--- src/rtl/bus_pkg.sv ---
// Shared bus definitions for the round-robin arbiter family: FSM state
// encoding, request/response field widths and master indices.
package bus_pkg;

  typedef enum logic {
    IDLE = 1'b0,
    BUSY = 1'b1
  } arb_state_t;

  // Request/response field widths
  localparam int ADDR_W         = 32;
  localparam int DATA_W_DEFAULT = 32;

  // Master indices as carried in the grant register
  localparam logic MASTER_0 = 1'b0;
  localparam logic MASTER_1 = 1'b1;

endpackage

--- src/rtl/rr_pick2.sv ---
// Two-way round-robin picker. A lone requester always wins; on a tie the
// master that was not granted last time wins. Purely combinational so it
// can be dropped into wider arbiters later.
module rr_pick2 (
  input  logic [1:0] req,
  input  logic       last,
  output logic       grant,
  output logic       any
);

  // Select the winner from the request vector and the previous grant
  always_comb begin
    any   = |req;
    grant = 1'b0;
    case (req)
      2'b01:   grant = 1'b0;
      2'b10:   grant = 1'b1;
      2'b11:   grant = ~last;
      default: grant = 1'b0;
    endcase
  end

endmodule

--- src/rtl/bus_arbiter_rr2.sv ---
// Two-master round-robin arbiter in front of a single hold-until-ready slave.
// One transaction is forwarded at a time; every transaction ends with a
// return to IDLE, so the slave always sees at least one request-low cycle
// between transactions. A per-transaction timeout aborts a silent slave.
module bus_arbiter_rr2
  import bus_pkg::*;
#(
  parameter int WIDTH   = 32,
  parameter int TIMEOUT = 255
) (
  input  logic              i_clock,
  input  logic              i_reset_n,
  input  logic              i_m0_request,
  input  logic              i_m0_rw,
  input  logic [ADDR_W-1:0] i_m0_address,
  input  logic [WIDTH-1:0]  i_m0_wdata,
  output logic [WIDTH-1:0]  o_m0_rdata,
  output logic              o_m0_ready,
  output logic              o_m0_error,
  input  logic              i_m1_request,
  input  logic              i_m1_rw,
  input  logic [ADDR_W-1:0] i_m1_address,
  input  logic [WIDTH-1:0]  i_m1_wdata,
  output logic [WIDTH-1:0]  o_m1_rdata,
  output logic              o_m1_ready,
  output logic              o_m1_error,
  output logic              o_request,
  output logic              o_rw,
  output logic [ADDR_W-1:0] o_address,
  output logic [WIDTH-1:0]  o_wdata,
  input  logic [WIDTH-1:0]  i_rdata,
  input  logic              i_ready,
  input  logic              i_valid
);

  localparam int                CNT_W    = $clog2(TIMEOUT + 1);
  localparam logic [CNT_W-1:0]  TMO_LAST = CNT_W'(TIMEOUT - 1);

  arb_state_t       state_r;
  logic             grant_r;
  logic             last_grant_r;
  logic [CNT_W-1:0] tmo_cnt_r;

  logic             pick_s;
  logic             any_s;
  logic             busy_s;
  logic             gnt_req_s;
  logic             done_s;
  logic             tmo_s;
  logic             end_s;
  logic             resp_ready_s;
  logic             resp_error_s;
  logic [WIDTH-1:0] resp_data_s;

  rr_pick2 u_pick (
    .req   ({i_m1_request, i_m0_request}),
    .last  (last_grant_r),
    .grant (pick_s),
    .any   (any_s)
  );

  // Decode completion, timeout and the response seen by the granted master.
  // Normal completion takes priority over a timeout in the same cycle, and
  // the ready pulse is suppressed if the granted master has let go of its
  // request (protocol violation) even though the transaction still ends.
  always_comb begin
    busy_s       = (state_r == BUSY);
    gnt_req_s    = grant_r ? i_m1_request : i_m0_request;
    done_s       = busy_s & i_ready;
    tmo_s        = busy_s & ~i_ready & (tmo_cnt_r == TMO_LAST);
    end_s        = done_s | tmo_s;
    resp_ready_s = end_s & gnt_req_s;
    resp_error_s = resp_ready_s & (tmo_s | ~i_valid);
    if (resp_ready_s && done_s) begin
      resp_data_s = i_rdata;
    end else begin
      resp_data_s = '0;
    end
  end

  // Forward the granted master's request fields to the slave while BUSY
  always_comb begin
    o_request = busy_s;
    o_rw      = 1'b0;
    o_address = '0;
    o_wdata   = '0;
    if (busy_s) begin
      if (grant_r == MASTER_1) begin
        o_rw      = i_m1_rw;
        o_address = i_m1_address;
        o_wdata   = i_m1_wdata;
      end else begin
        o_rw      = i_m0_rw;
        o_address = i_m0_address;
        o_wdata   = i_m0_wdata;
      end
    end else begin
      o_rw      = 1'b0;
      o_address = '0;
      o_wdata   = '0;
    end
  end

  // Steer the response to the granted master; the other side stays quiet
  always_comb begin
    o_m0_ready = 1'b0;
    o_m0_error = 1'b0;
    o_m0_rdata = '0;
    o_m1_ready = 1'b0;
    o_m1_error = 1'b0;
    o_m1_rdata = '0;
    if (grant_r == MASTER_1) begin
      o_m1_ready = resp_ready_s;
      o_m1_error = resp_error_s;
      o_m1_rdata = resp_data_s;
    end else begin
      o_m0_ready = resp_ready_s;
      o_m0_error = resp_error_s;
      o_m0_rdata = resp_data_s;
    end
  end

  // Arbitration FSM: grant in IDLE, wait for ready or timeout in BUSY
  always_ff @(posedge i_clock or negedge i_reset_n) begin
    if (!i_reset_n) begin
      state_r      <= IDLE;
      grant_r      <= MASTER_0;
      last_grant_r <= MASTER_1;
      tmo_cnt_r    <= '0;
    end else begin
      case (state_r)
        IDLE: begin
          if (any_s) begin
            grant_r   <= pick_s;
            tmo_cnt_r <= '0;
            state_r   <= BUSY;
          end
        end
        BUSY: begin
          if (end_s) begin
            last_grant_r <= grant_r;
            state_r      <= IDLE;
          end else if (tmo_cnt_r != TMO_LAST) begin
            tmo_cnt_r <= tmo_cnt_r + CNT_W'(1);
          end
        end
        default: begin
          state_r <= IDLE;
        end
      endcase
    end
  end

endmodule
--- config.mk ---
export PLATFORM = sky130hd
export DESIGN_NAME = bus_arbiter_rr2
export DESIGN_NICKNAME = d
export VERILOG_FILES = /design/src/rtl/bus_pkg.sv /design/src/rtl/rr_pick2.sv /design/src/rtl/bus_arbiter_rr2.sv
export SDC_FILE = /design/constraint.sdc
export NUM_CORES = 1
export LEC_CHECK = 0
export ABC_AREA = 0
export CAP_MARGIN = 20
export CORE_AREA = 10 10 109 111
export DETAILED_ROUTE_END_ITERATION = 8
export DIE_AREA = 0 0 119 121
export GPL_ROUTABILITY_DRIVEN = 0
export PLACE_DENSITY = 0.71
export SLEW_MARGIN = 5
export SYNTH_ARGS = -nofsm -noshare
export SYNTH_HDL_FRONTEND = slang
export SYNTH_SLANG_ARGS = --single-unit
--- constraint.sdc ---
create_clock -name i_clock -period 3.79 [get_ports i_clock]
set_input_delay 0.5685 -clock i_clock [delete_from_list [all_inputs] [get_ports i_clock]]
set_output_delay 0.5685 -clock i_clock [all_outputs]
set_load 0.1 [all_outputs]
==> impl_metrics.env <==
export IMPL_final_common_cell="clkdlybuf4s50_1"
export IMPL_drv_slew=0
export IMPL_finalPower_mw=3.58
export IMPL_coreArea_mm2=0.00964
export IMPL_powerDensity_mw_per_mm2=627
export IMPL_tns_ns=0
export IMPL_pre_cts_ws_ns=1.08
export IMPL_grt_overflow=0
export IMPL_postCtsSetupBuffers=0
export IMPL_fin_nets=745
export IMPL_dr_first_iter_drc_count=152
export IMPL_cp_start_kind="flip-flop"
export IMPL_outcome="complete, no violations"
export IMPL_final_util_pct=59.3
export IMPL_tightest_slew_ns=1.00
export IMPL_grt_max_degree=55
export IMPL_p_int_mw=1.08
export IMPL_hold_violations=0
export IMPL_grt_pass1_vias=3258
export IMPL_netlist_area_mm2=0.00208
export IMPL_rsz0062_at_grt="false"
export IMPL_drt_pass1_iterations=4
export IMPL_clk_path_buf_depth=2
export IMPL_final_area_mm2=0.00571
export IMPL_grt_pass1_wl_um=21400
export IMPL_postCtsHoldBufs=0
export IMPL_clock_sinks=11
export IMPL_switching_share_pct=69.8
export IMPL_post_place_cells=703
export IMPL_die_x_um=119
export IMPL_crit_type="reg -> out"
export IMPL_fmax_mhz=358
export IMPL_ant_nets=0
export IMPL_rrSetupSlack_ns=1.58
export IMPL_clock_power_share_pct=3.5
export IMPL_maxSlewHeadroom_pct=32.9
export IMPL_r2r_start="o_request$_DFF_PN0_"
export IMPL_finalClockSkew_ns=0.00182
export IMPL_initial_utilization_pct=21.6
export IMPL_instances_no_fill=707
export IMPL_seqPwrFrac_pct=7.8
export IMPL_grt_util_all_layers_pct=19.1
export IMPL_drive_gt1_share_pct=26.3
export IMPL_syn_nets=456
export IMPL_post_cts_resized=0
export IMPL_period_minus_slack_ns=2.79
export IMPL_critPathMaxFanout=37
export IMPL_crit_required_ns=3.22
export IMPL_clkTransAtPathRegs_ns=0.05
export IMPL_clockRootBuffer="clkbuf_8"
export IMPL_setup_viol=0
export IMPL_synth_seq_cells=11
export IMPL_portBuffers=301
export IMPL_worstHoldPathType="reg -> reg"
export IMPL_reg2reg_depth=4
export IMPL_setup_ws_ns=0.998
export IMPL_rr_endpoint="tmo_cnt_r[4]$_DFFE_PN0P_"
export IMPL_dieArea_mm2=0.0144
export IMPL_layout_common_cells="168 x clkdlybuf4s50_1, 74 x buf_4, 71 x nor2_1"
export IMPL_antenna_cells=0
export IMPL_syn_to_final_growth_pct=175
export IMPL_syn_avg_cell_area_um2=7.27
export IMPL_routed_via_density=4.48
export IMPL_n_fill_cell=893
export IMPL_wl_per_cell_um=21.1
export IMPL_cap_violations=0
export IMPL_yosysWarnings=0
export IMPL_crit_end="o_wdata[9]"
export IMPL_pwr_share_comb_pct=88.7
export IMPL_drc=0
export IMPL_fin_crit_sh_pct=73.7
export IMPL_hold_ws_ns=0.576
export IMPL_worstSetupEndpointType="output pin"
export IMPL_io_pins=302
export IMPL_tritoncts="built"
export IMPL_netlist_instances=286
export IMPL_cts_htree_levels=1
export IMPL_power_switching_mw=2.50
export IMPL_antenna_found_initial=0
export IMPL_dp_hpwl_um=13100
export IMPL_wirelength_um=14900
export IMPL_peakVddDrop_mv=0.307
export IMPL_worst_ep_arrival_time_ns=2.22
export IMPL_rows=36
export IMPL_die_y_um=121
export IMPL_crit_start="grant_r$_DFFE_PN0P_"
export IMPL_seq_area_frac_synth_pct=13.3
export IMPL_place_area_mm2=0.00567
export IMPL_vias=3168
export IMPL_clkLatencyLatePin_ns=0.25
export IMPL_p_leak_nw=2.54
export IMPL_numCtsBuffers=3
export IMPL_ys_types=32
[worst min path at each step]
stage / start / to / cells after the start
finish: tmo_cnt_r[3]$_DFFE_PN0P_ / tmo_cnt_r[3]$_DFFE_PN0P_ / 1
CTS: tmo_cnt_r[3]$_DFFE_PN0P_ / tmo_cnt_r[3]$_DFFE_PN0P_ / 1
detailed placement: tmo_cnt_r[3]$_DFFE_PN0P_ / tmo_cnt_r[3]$_DFFE_PN0P_ / 1
global route: tmo_cnt_r[3]$_DFFE_PN0P_ / tmo_cnt_r[3]$_DFFE_PN0P_ / 1
floorplan: i_reset_n / grant_r$_DFFE_PN0P_ / 0
global placement: tmo_cnt_r[3]$_DFFE_PN0P_ / tmo_cnt_r[3]$_DFFE_PN0P_ / 1
[logic make-up (layout without fill, tap and decap cells)]
| family | Yosys count | in the layout | share of synthesized area (%) |
|---|---|---|---|
| DFF | 11 | 11 | 13.3 |
| and+or+nand+nor | 161 | 161 | 39.9 |
| adders and majority gates | 2 | 2 | 1.20 |
| AOI/OAI and AO/OA | 19 | 19 | 8.07 |
| buffers and inverters | 27 | 315 | 5.72 |
| muxes | 66 | 66 | 31.8 |
[synthesized netlist by cell type, drive strengths merged]
cell type | count | area share (%)
a21oi | 1 | 0.24
a32o | 1 | 0.48
and2 | 64 | 19
and2b | 1 | 0.48
buf | 15 | 3.6
clkbuf | 7 | 1.3
dfrtp | 10 | 12
dfstp | 1 | 1.3
ha | 2 | 1.2
inv | 5 | 0.90
mux2 | 1 | 0.54
mux2i | 65 | 31
nand2 | 9 | 1.6
nand3 | 6 | 2.0
nand3b | 1 | 0.36
nand4 | 2 | 0.90
nor2 | 71 | 13
nor2b | 2 | 0.60
o211ai | 6 | 2.2
o21ai | 6 | 2.0
o21ba | 1 | 0.78
o31ai | 3 | 1.1
o32ai | 1 | 1.3
or3 | 1 | 0.30
or4 | 4 | 1.4
[flip-flops by register name, indices dropped and copies added, names as in the netlist]
| name | count |
|---|---|
| tmo_cnt_r | 8 |
| grant_r | 1 |
| last_grant_r | 1 |
| o_request | 1 |
[critical path, cell delays in order (launching register included)]
cell	delay, ns
dfrtp_4	0.81
buf_4	0.42
mux2i_1	0.32
nor2_1	0.09
buf_4	0.29
[power groups by stage]
stage	logic [mW]	registers (mW)	clock network, mW
global placement	3.17	0.277	0
finish	3.18	0.280	0.126
detailed placement	3.20	0.281	0
CTS	3.20	0.279	0.129
global route	3.27	0.292	0.133
floorplan	2.42	0.204	0
[layout make-up]
| type | count | area (µm²) | share of cell area (%) |
|---|---|---|---|
| Sequential cell | 11 | 280 | 4.91 |
| Inverter | 5 | 18.8 | 0.329 |
| Clock buffer | 4 | 45.0 | 0.789 |
| Tap cell | 133 | 166 | 2.91 |
| Multi-Input combinational cell | 248 | 1680 | 29.5 |
| Timing Repair Buffer | 306 | 3520 | 61.6 |
[layer usage]
| layer | global-route usage, % | wire, µm | vias to the layer above |
|---|---|---|---|
| met4 | 3.36 | 149 | 0 |
| met1 | 20.4 | 5560 | 1462 |
| li1 | - | - | 1535 |
| met3 | 7.12 | 1400 | 10 |
| met5 | 0 | 0 | - |
| met2 | 35.4 | 7840 | 161 |
No activity file was read; power rests on OpenSTA's default activity.
